--- config.mk ---
export PLATFORM = sky130hd
export DESIGN_NAME = axil2lb
export DESIGN_NICKNAME = d
export VERILOG_FILES = /design/src/rtl/axil2lb.sv
export SDC_FILE = /design/constraint.sdc
export NUM_CORES = 1
export LEC_CHECK = 0
export ABC_AREA = 1
export ABC_CLOCK_PERIOD_IN_PS = 1290
export CORE_UTILIZATION = 25
export DETAILED_ROUTE_END_ITERATION = 8
export GPL_TIMING_DRIVEN = 1
export HOLD_SLACK_MARGIN = 0.08
export PLACE_DENSITY_LB_ADDON = 0.1
export REMOVE_ABC_BUFFERS = 1
export SYNTH_ARGS = -nofsm -noshare
export SYNTH_HDL_FRONTEND = slang
export SYNTH_SLANG_ARGS = --single-unit
--- constraint.sdc ---
create_clock -name clk -period 1.29 [get_ports clk]
set_input_delay 0.129 -clock clk [delete_from_list [all_inputs] [get_ports clk]]
set_output_delay 0.129 -clock clk [all_outputs]
set_load 0.01 [all_outputs]
--- src/rtl/axil2lb.sv ---
// axil2lb: AXI4-Lite slave to local-bus bridge.
// Converts AXI4-Lite write/read transactions into single local-bus accesses.
// The write and read paths are independent FSMs and may be active at the same time.
// Each direction has at most one transaction in flight.
// Every output is registered.
//
// Ports:
//   clk, rst                        clock, synchronous active-high reset
//   axil_aw*/axil_w*/axil_b*        AXI4-Lite write address, data and response channels
//   axil_ar*/axil_r*                AXI4-Lite read address and data channels
//   lb_waddr/lb_wdata/lb_wstrb      local-bus write payload
//   lb_wen/lb_wready                local-bus write request/accept
//   lb_raddr/lb_ren                 local-bus read address/request
//   lb_rdata/lb_rvalid              local-bus read data/valid
//
// Optional feature: define AXIL2LB_TIMEOUT_EN to bound local-bus waits.
// A wait longer than TIMEOUT_CYCLES ends the access with an SLVERR response.
module axil2lb #(
    parameter int unsigned ADDR_W         = 16,
    parameter int unsigned DATA_W         = 32,
    parameter int unsigned STRB_W         = DATA_W / 8,
    parameter int unsigned TIMEOUT_CYCLES = 255
) (
    input  logic              clk,
    input  logic              rst,
    input  logic [ADDR_W-1:0] axil_awaddr,
    input  logic              axil_awvalid,
    output logic              axil_awready,
    input  logic [DATA_W-1:0] axil_wdata,
    input  logic [STRB_W-1:0] axil_wstrb,
    input  logic              axil_wvalid,
    output logic              axil_wready,
    output logic [1:0]        axil_bresp,
    output logic              axil_bvalid,
    input  logic              axil_bready,
    input  logic [ADDR_W-1:0] axil_araddr,
    input  logic              axil_arvalid,
    output logic              axil_arready,
    output logic [DATA_W-1:0] axil_rdata,
    output logic [1:0]        axil_rresp,
    output logic              axil_rvalid,
    input  logic              axil_rready,
    output logic [ADDR_W-1:0] lb_waddr,
    output logic [DATA_W-1:0] lb_wdata,
    output logic [STRB_W-1:0] lb_wstrb,
    output logic              lb_wen,
    input  logic              lb_wready,
    output logic [ADDR_W-1:0] lb_raddr,
    output logic              lb_ren,
    input  logic [DATA_W-1:0] lb_rdata,
    input  logic              lb_rvalid
);

    // Elaboration-time parameter sanity check
    if ((DATA_W % 8) != 0 || TIMEOUT_CYCLES == 0) begin : g_param_check
        $error("axil2lb: DATA_W must be a multiple of 8 and TIMEOUT_CYCLES nonzero");
    end

    localparam logic [1:0] RESP_OKAY   = 2'b00;
    localparam logic [1:0] RESP_SLVERR = 2'b10;

    typedef enum logic [1:0] {W_IDLE, W_LB, W_RESP} w_state_t;
    typedef enum logic [1:0] {R_IDLE, R_LB, R_RESP} r_state_t;

    w_state_t w_state, w_state_d;
    r_state_t r_state, r_state_d;
    logic aw_have, aw_have_d, w_have, w_have_d;

    logic              awready_d, wready_d, bvalid_d, lb_wen_d;
    logic [1:0]        bresp_d;
    logic [ADDR_W-1:0] waddr_d;
    logic [DATA_W-1:0] wdata_d;
    logic [STRB_W-1:0] wstrb_d;
    logic              arready_d, rvalid_d, lb_ren_d;
    logic [1:0]        rresp_d;
    logic [ADDR_W-1:0] raddr_d;
    logic [DATA_W-1:0] rdata_d;

    logic aw_hs_c, w_hs_c, ar_hs_c, w_done_c, r_done_c, w_tmo_c, r_tmo_c;

    assign aw_hs_c  = axil_awvalid & axil_awready;
    assign w_hs_c   = axil_wvalid & axil_wready;
    assign ar_hs_c  = axil_arvalid & axil_arready;
    assign w_done_c = lb_wen & lb_wready;
    assign r_done_c = lb_ren & lb_rvalid;

`ifdef AXIL2LB_TIMEOUT_EN
    localparam int unsigned CNT_W = $clog2(TIMEOUT_CYCLES + 1);
    logic [CNT_W-1:0] w_cnt, r_cnt;

    // Wait counters idle at zero outside the LB states, so they clear on entry
    always_ff @(posedge clk) begin
        if (rst || w_state != W_LB) w_cnt <= '0;
        else                        w_cnt <= w_cnt + CNT_W'(1);
        if (rst || r_state != R_LB) r_cnt <= '0;
        else                        r_cnt <= r_cnt + CNT_W'(1);
    end

    assign w_tmo_c = (w_state == W_LB) && (w_cnt == CNT_W'(TIMEOUT_CYCLES - 1));
    assign r_tmo_c = (r_state == R_LB) && (r_cnt == CNT_W'(TIMEOUT_CYCLES - 1));
`else
    assign w_tmo_c = 1'b0;
    assign r_tmo_c = 1'b0;
`endif

    // Write FSM state and output registers
    always_ff @(posedge clk) begin
        if (rst) begin
            w_state      <= W_IDLE;
            aw_have      <= 1'b0;
            w_have       <= 1'b0;
            axil_awready <= 1'b0;
            axil_wready  <= 1'b0;
            axil_bvalid  <= 1'b0;
            axil_bresp   <= '0;
            lb_wen       <= 1'b0;
            lb_waddr     <= '0;
            lb_wdata     <= '0;
            lb_wstrb     <= '0;
        end else begin
            w_state      <= w_state_d;
            aw_have      <= aw_have_d;
            w_have       <= w_have_d;
            axil_awready <= awready_d;
            axil_wready  <= wready_d;
            axil_bvalid  <= bvalid_d;
            axil_bresp   <= bresp_d;
            lb_wen       <= lb_wen_d;
            lb_waddr     <= waddr_d;
            lb_wdata     <= wdata_d;
            lb_wstrb     <= wstrb_d;
        end
    end

    // Write next state; AW and W are captured independently, in either order
    always_comb begin
        w_state_d = w_state;
        aw_have_d = aw_have;
        w_have_d  = w_have;
        case (w_state)
            W_IDLE: begin
                if (aw_hs_c) aw_have_d = 1'b1;
                if (w_hs_c)  w_have_d  = 1'b1;
                if (aw_have_d && w_have_d) begin
                    w_state_d = W_LB;
                    aw_have_d = 1'b0;
                    w_have_d  = 1'b0;
                end
            end
            W_LB:    if (w_done_c || w_tmo_c) w_state_d = W_RESP;
            W_RESP:  if (axil_bvalid && axil_bready) w_state_d = W_IDLE;
            default: w_state_d = W_IDLE;
        endcase
    end

    // Write outputs, computed from the next state so they can be registered
    always_comb begin
        awready_d = (w_state_d == W_IDLE) && !aw_have_d;
        wready_d  = (w_state_d == W_IDLE) && !w_have_d;
        lb_wen_d  = (w_state_d == W_LB);
        bvalid_d  = (w_state_d == W_RESP);
        bresp_d   = axil_bresp;
        waddr_d   = lb_waddr;
        wdata_d   = lb_wdata;
        wstrb_d   = lb_wstrb;
        if (w_state == W_IDLE && aw_hs_c) waddr_d = axil_awaddr;
        if (w_state == W_IDLE && w_hs_c) begin
            wdata_d = axil_wdata;
            wstrb_d = axil_wstrb;
        end
        // A completion in the same cycle as the timeout reports OKAY
        if (w_state == W_LB && w_state_d == W_RESP)
            bresp_d = w_done_c ? RESP_OKAY : RESP_SLVERR;
    end

    // Read FSM state and output registers
    always_ff @(posedge clk) begin
        if (rst) begin
            r_state      <= R_IDLE;
            axil_arready <= 1'b0;
            axil_rvalid  <= 1'b0;
            axil_rresp   <= '0;
            axil_rdata   <= '0;
            lb_ren       <= 1'b0;
            lb_raddr     <= '0;
        end else begin
            r_state      <= r_state_d;
            axil_arready <= arready_d;
            axil_rvalid  <= rvalid_d;
            axil_rresp   <= rresp_d;
            axil_rdata   <= rdata_d;
            lb_ren       <= lb_ren_d;
            lb_raddr     <= raddr_d;
        end
    end

    // Read next state
    always_comb begin
        r_state_d = r_state;
        case (r_state)
            R_IDLE:  if (ar_hs_c) r_state_d = R_LB;
            R_LB:    if (r_done_c || r_tmo_c) r_state_d = R_RESP;
            R_RESP:  if (axil_rvalid && axil_rready) r_state_d = R_IDLE;
            default: r_state_d = R_IDLE;
        endcase
    end

    // Read outputs
    always_comb begin
        arready_d = (r_state_d == R_IDLE);
        lb_ren_d  = (r_state_d == R_LB);
        rvalid_d  = (r_state_d == R_RESP);
        rresp_d   = axil_rresp;
        rdata_d   = axil_rdata;
        raddr_d   = lb_raddr;
        if (r_state == R_IDLE && ar_hs_c) raddr_d = axil_araddr;
        if (r_state == R_LB && r_state_d == R_RESP) begin
            rresp_d = r_done_c ? RESP_OKAY : RESP_SLVERR;
            rdata_d = r_done_c ? lb_rdata : '0;
        end
    end

endmodule

==> results of run 1 <==
==> final cells by class <==
cell class	instances	area [um2]	area share, %
Timing Repair Buffer	240	2320	32.7
Sequential cell	115	2300	32.4
Multi-Input combinational cell	353	1500	21.2
Clock buffer	20	457	6.44
Tap cell	216	270	3.81
Clock inverter	11	183	2.57
Inverter	16	61.3	0.864
==> routing by layer <==
metal	vias up	share of wire (%)	wire (um)	track usage (%)
met5	-	0	0	0
met4	0	1.4	166	5.81
met3	12	10	1250	7.94
met2	148	45	5440	23.8
met1	1787	43	5240	17.3
li1	2091	-	-	-
==> sequential cells by signal, summed over array words and instances, names as in the netlist, 2 cells and up <==
| name | flops |
|---|---|
| axil_rdata | 32 |
| lb_raddr | 16 |
| lb_waddr | 16 |
| lb_wdata | 32 |
| lb_wstrb | 4 |
| r_state | 2 |
| w_state | 2 |
==> cells in the final DEF, fill, tap and decap left out, drive strengths merged <==
cell           instances
a21oi                  4
o21ai                102
clkbuf                20
buf                   23
bufinv                 5
nand3                  3
nand4                  1
nand2                 25
nor3                   1
clkinv                 6
clkinvlp               1
dlygate4sd2          109
dfxtp                115
clkdlybuf4s50        108
inv                   15
conb                   2
nor2                 215
==> worst reg2reg max path: cells and delay by family (launching register included) <==
kind          cells  cell delay [ps]
simple gates      6              580
flops             1              350
buf+inv           1              150
==> path summary, 6_finish.rpt <==
kind	start	endpoint	cells past startpoint
setup / recovery	axil_bresp[1]	axil_bresp[1]	1
hold / removal	lb_rdata[13]	axil_rdata[13]	3
setup reg to reg	w_state[0]	axil_awready	7
hold reg to reg	axil_rresp[1]	axil_rresp[1]	2
==> cells by family after synthesis <==
kind of cell / synth area share (%)
AO/OA/AOI/OAI: 13.2
buffers and inverters: 5.77
flip-flops: 57.1
other: 0.0930
AND/OR/NAND/NOR: 23.8
==> repair_timing <==
| action | in CTS | in global routing |
|---|---|---|
| buffers inserted | 0 | 2 |
| setup endpoints to repair | 109 | 5 |
| gates resized for setup | 109 | 3 |
| pin swaps | 0 | 2 |
==> power groups by stage <==
stage	sequential, mW	combinational [mW]	clock (mW)
after CTS	4.06	1.89	5.23
after global routing	4.10	2.08	5.38
after detailed placement	4.14	2.10	0
after global placement	4.13	2.08	0
final	4.05	1.87	5.06
after floorplan	4.28	0.642	0
==> qor.yml, run 1 <==
power_and_ir_drop:
  p_seq_share_pct: 36.9
  p_sw_share_pct: 23.8
  p_leak_nw: 3.37
  p_per_area_nw_per_um2: 1550
  clockPowerShare_pct: 46.1
  p_sw_mw: 2.61
  ir_drop_uv: 1030
  combinationalPowerShare_pct: 17.0
  internal-power_mw: 8.36
  power.total_mw: 11.0
sta:
  period_share_pct: 92.3
  rsz0062_at_grt: "false"
  setup_tns_ps: 0
  drv_slew: 0
  min_period_ps: 1190
  clock_skew_ps: 5.75
  max_clock_freq_mhz: 840
  setup_viol: 0
  hold_slack_ps: 306
  fin_ws_ps: 99.6
  hold_viol: 0
final_layout:
  final_core_util_pct: 44.8
  final_cells: 971
  n_fill_cell: 1590
  nets: 852
  syn2layout_area_growth_pct: 76.1
  n_antenna_cell: 0
  drive_above_1_share_pct: 8.74
  finalInstanceArea_um2: 7100
clocking:
  cts_hold_buf: 0
  htreeDepth: 4
  clkTransAtPathRegs_ps: 50
  cts_buffer_depth: 2
  cts_tree: "yes"
  worstSkewPairLatency_ps: 410
  cts_root_buf: "clkbuf_16"
  cts_sinks: 115
  cts_made_buffers: 17
synthesis:
  async_flop_share_pct: 0
  synth_warnings: 0
  yosysTopAreaCell: "dfxtp_1"
  syn_area_um2: 4030
  synth_ff_type: "dfxtp_1"
  yosys.cell_types.count: 21
  synth_common_cells: "213 x nor2_1, 115 x dfxtp_1, 72 x o21ai_0"
  ys_ff_latch: 115
  syn_area_per_cell_um2: 7.84
  yosysMostFrequentCell: "nor2_1"
  synth_cells: 514
  synth_top_area_share_pct: 57.1
  synth-seq-area-share_pct: 57.1
  synth_area_leaders: "dfxtp_1 57%, nor2_1 20%, o21ai_0 8.9%, o21ai_1 3.7%, nand2_1 2.0%"
  synth_edf_count: 0
die:
  io_pins: 220
  placementRows: 46
  die_h_um: 129
  core_um2: 15800
  dieArea_um2: 16600
  start_util_pct: 25.5
  die_w_um: 129
setup_path:
  path_delay_family: "flip-flops"
  max_stage_delay_ps: 340
  r2r_slack_ps: 110
  worstPathCellList: "dlygate4sd2_1"
  crit_path_start_kind: "flop"
  endpoint_kind: "output pin"
  cp.required_ps: 1160
  critPathArrivalTime_ps: 1060
  crit_buf_inv: 1
  crit_fanout: 2
  worstSetupPathType: "reg2out"
  cp_slowest_cell: "dfxtp_1"
run:
  max_cap_viol_count: 0
grt:
  grt_max_degree: 33
  grt_pass1_wl_um: 19400
  antenna_found_initial: 0
  overflow: 0
  grt_usage_pct: 15.1
  grt_pass1_vias: 4054
placement:
  place.gp.congestion: 0.706
  dp_cells: 938
  pre_cts_ws_ps: -132
  post-dp-hpwl_um: 8680
  port_buffers: 217
  placed_area_um2: 6580
drt:
  antenna_left: 0
  drc_errors: 0
  first_pass_iters: 4
  wire_per_inst_um: 12.5
  vias_per_cell: 4.16
  postRouteWirelength_um: 12100
  vias: 4038
  drt_iter0_drc: 129
worst_hold_path:
  hold_class: "in2reg"
status:
  status: "completed"
No activity file was read; power rests on OpenSTA's default activity.
==> run 2: changes to the inputs <==
- ABC_CLOCK_PERIOD_IN_PS: 1290 -> 1200
- clock period: 1.29 -> 1.2 ns (I/O delays scaled with it)
==> qor.yml, run 2 (synthesis results as in run 1) <==
power_and_ir_drop:
  power.total_mw: 11.4
  p_per_area_nw_per_um2: 1600
  p_leak_nw: 3.31
  ir_drop_uv: 964
sta:
  period_share_pct: 97.2
  hold_viol: 0
  setup_viol: 0
  clock_skew_ps: 7.10
  max_clock_freq_mhz: 858
  drv_slew: 0
  min_period_ps: 1170
  fin_ws_ps: 34.0
  setup_tns_ps: 0
  rsz0062_at_grt: "true"
  hold_slack_ps: 297
die:
  die_w_um: 129
  placementRows: 46
  start_util_pct: 25.5
  core_um2: 15800
  dieArea_um2: 16600
  die_h_um: 129
  io_pins: 220
placement:
  pre_cts_ws_ps: -197
  post-dp-hpwl_um: 8570
  place.gp.congestion: 0.706
  port_buffers: 217
clocking:
  htreeDepth: 4
  clkTransAtPathRegs_ps: 60
  cts_buffer_depth: 2
  cts_hold_buf: 0
  worstSkewPairLatency_ps: 400
  cts_root_buf: "clkbuf_16"
  cts_tree: "yes"
  cts_made_buffers: 17
  cts_sinks: 115
setup_path:
  critPathArrivalTime_ps: 1460
  endpoint_kind: "flop"
  worstPathCellList: "nand2_2, nor2_4, inv_2, buf_12, nor2_1, nor2_1"
  worstSetupPathType: "reg2reg"
  cp.required_ps: 1490
  crit_fanout: 32
  path_delay_family: "simple AND/OR/NAND/NOR gates"
  crit_top_cell: "nor2_1"
  cp_slowest_cell: "dfxtp_1"
  crit_buf_inv: 2
  max_stage_delay_ps: 370
  crit_path_start_kind: "flop"
grt:
  overflow: 0
  grt_pass1_vias: 3938
  antenna_found_initial: 0
  grt_pass1_wl_um: 19000
  grt_usage_pct: 14.7
  grt_max_degree: 33
final_layout:
  final_common_cell: "nor2_1"
  final_cell_mix: "205 x nor2_1, 113 x dfxtp_1, 108 x clkdlybuf4s50_1"
  reg.largest.list: "axil_rdata: 32 flops, lb_wdata: 32 flops"
  syn2layout_area_growth_pct: 76.5
  nets: 854
  final_core_util_pct: 44.9
  n_fill_cell: 1561
  n_antenna_cell: 0
  drive_above_1_share_pct: 10.6
drt:
  first_pass_iters: 4
  postRouteWirelength_um: 12000
  drt_iter0_drc: 140
  vias: 4059
  wire_per_inst_um: 12.3
  vias_per_cell: 4.17
  antenna_left: 0
  drc_errors: 0
worst_hold_path:
  hold_class: "in2reg"
run:
  max_cap_viol_count: 0
status:
  status: "completed"
[run 2: cell types whose count changed in the layout (fill, tap and decap cells not counted), sizes merged, moves of 2 or more]
cell / delta
clkinv: +2
clkbuf: +2
buf: +2
bufinv: -2
clkdlybuf4s15: +13
dlygate4sd2: -14
[run 2: worst paths after layout]
path,to,from,cells past startpoint,slack (ps)
max,axil_rdata[17],lb_ren,6,30
min reg2reg,axil_bresp[1],axil_bresp[1],2,440
min,axil_rdata[20],lb_rdata[20],3,300
max reg2reg,axil_rdata[17],lb_ren,6,30
[run 2: layer usage]
| metal | part of all wire, % | global-route usage [%] | vias to the layer above |
|---|---|---|---|
| met5 | 0 | 0 | - |
| met4 | 1.4 | 6.23 | 0 |
| met3 | 9.6 | 6.36 | 15 |
| met2 | 45 | 23.9 | 144 |
| met1 | 44 | 16.9 | 1812 |
| li1 | - | - | 2088 |
[run 2: timing repair]
action | CTS | global route
buffers inserted | 0 | 2
endpoints found under the setup margin | 112 | 82
gates cloned | 0 | 0
resized for setup | 110 | 39
pin swaps | 1 | 3
[run 2: report_power, final]
part           switching [mW]  internal, mW  total [mW]
clock                    1.69          3.29        4.98
combinational           0.977          1.07        2.05
sequential              0.170          4.19        4.36
[run 2: cell type report]
class                           instances  area (um2)  share of cell area [%]
Clock buffer                           21         450                    6.33
Sequential cell                       115        2300                    32.4
Inverter                               16        62.6                   0.880
Multi-Input combinational cell        353        1530                    21.6
Clock inverter                         11         135                    1.90
Tap cell                              216         270                    3.80
Timing Repair Buffer                  242        2360                    33.1
[run 2: tightest hold or removal path: stages]
cell and delay [ps]:
clkdlybuf4s50_1 390, nor2_1 100, nor2_1 50
[run 2: per-stage QoR]
stage                     instances  instance area, um2
after floorplan                 484                3860
after global placement          940                6590
after detailed placement        940                6590
after CTS                       972                7040
after global routing            974                7110
final                           974                7110
==> run 3: changes to the inputs <==
- REMOVE_ABC_BUFFERS: 1 -> default
==> qor.yml, run 3 (synthesis results as in run 1) <==
setup_path:
  crit_fanout: 15
  worstSetupPathType: "reg2reg"
  r2r-end: "lb_waddr[2]"
  cp_slowest_cell: "dfxtp_2"
  crit_start: "w_state[1]"
  r2r_slack_ps: 40
  ff2ff_path_depth: 5
  crit_path_start_kind: "flop"
  endpoint_kind: "flop"
  max_stage_delay_ps: 340
  cp.required_ps: 1490
  critPathArrivalTime_ps: 1460
  r2r_start: "w_state[1]"
  worstPathCellList: "nor2_4, nand2_4, buf_4, o21ai_1, nor2_1"
die:
  die_h_um: 129
  start_util_pct: 25.5
  placementRows: 46
  core_um2: 15800
  die_w_um: 129
  io_pins: 220
  dieArea_um2: 16600
placement:
  dp_cells: 935
  placed_area_um2: 6520
  post-dp-hpwl_um: 8700
  port_buffers: 217
  place.gp.congestion: 0.726
clocking:
  cts_hold_buf: 0
  cts_made_buffers: 17
  cts_root_buf: "clkbuf_16"
  cts_tree: "yes"
  cts_sinks: 115
  clkTransAtPathRegs_ps: 50
  cts_buffer_depth: 2
  worstSkewPairLatency_ps: 410
  htreeDepth: 4
grt:
  antenna_found_initial: 0
  grt_pass1_wl_um: 19100
  grt_pass1_vias: 3811
  grt_usage_pct: 15.0
  overflow: 0
  grt_max_degree: 50
sta:
  hold_viol: 0
  clock_skew_ps: 7.55
  min_period_ps: 1160
  setup_viol: 0
  hold_slack_ps: 297
  drv_slew: 0
  max_clock_freq_mhz: 860
  period_share_pct: 96.9
final_layout:
  final_cell_mix: "213 x nor2_1, 114 x dfxtp_1, 108 x clkdlybuf4s50_1"
  drive_above_1_share_pct: 9.30
  finalInstanceArea_um2: 7050
  nets: 849
  final_common_cell: "nor2_1"
  final_cells: 969
  reg.largest.list: "axil_rdata: 32 flops, lb_wdata: 32 flops"
  n_antenna_cell: 0
  syn2layout_area_growth_pct: 74.8
  final_core_util_pct: 44.5
worst_hold_path:
  hold_start: "lb_rdata[12]"
  holdPathEnd: "axil_rdata[12]"
  hold_class: "in2reg"
  min_path_cells: 3
drt:
  first_pass_iters: 6
  antenna_left: 0
  drt_iter0_drc: 121
  vias: 4036
  wire_per_inst_um: 12.8
  postRouteWirelength_um: 12400
  drc_errors: 0
  vias_per_cell: 4.17
status:
  status: "completed"
run:
  max_cap_viol_count: 0
power_and_ir_drop:
  ir_drop_uv: 849
  p_per_area_nw_per_um2: 1630
  p_leak_nw: 3.31
  power.total_mw: 11.5
run 3: power breakdown:
part	internal (mW)	leakage [nW]	switching, mW
clock network	3.41	0.296	1.71
logic	1.03	2.08	0.996
registers	4.19	0.940	0.165
run 3: critical path, delay by kind of cell (launching register included):
family                 cells  cell delay [ps]
flip-flops                 1              340
AO/OA/AOI/OAI              1              130
buffers and inverters      1              180
AND/OR/NAND/NOR            3              400
run 3: routing by layer:
| metal | vias up | track usage (%) | part of all wire (%) |
|---|---|---|---|
| met5 | - | 0 | 0 |
| met4 | 0 | 6.78 | 1.6 |
| met3 | 15 | 6.82 | 9.3 |
| met2 | 152 | 24.3 | 45 |
| met1 | 1791 | 16.9 | 44 |
| li1 | 2078 | - | - |
run 3: layout make-up:
cell class                      instances  area [um2]
Clock inverter                         10         130
Timing Repair Buffer                  237        2280
Clock buffer                           22         474
Inverter                               16        65.1
Multi-Input combinational cell        353        1520
Tap cell                              216         270
Sequential cell                       115        2300
Fill cell                            1596        8780
run 3: timing repair:
action,in CTS,in global routing
resized for setup,109,36
hold endpoints to repair,0,0
setup buffers,0,1
gates cloned,0,1
endpoints found under the setup margin,119,74
pin swaps,1,2
run 3: how the worst max path moves through the flow:
stage,to,slack [ps]
3_3_place_gp,lb_wdata[6],-140
3_5_place_dp,lb_waddr[8],-190
5_1_grt,lb_wdata[25],-6
6_report,lb_waddr[2],40
4_1_cts,lb_wdata[0],3
2_1_floorplan,axil_rdata[24],80
run 3: stage by stage:
stage | TNS, ps | setup slack, ps
final | 0 | 37.1
after detailed placement | -12790 | -191
after floorplan | 0 | 84.0
after global routing | -21.5 | -6.48
after global placement | -11010 | -135
after CTS | 0 | 3.20
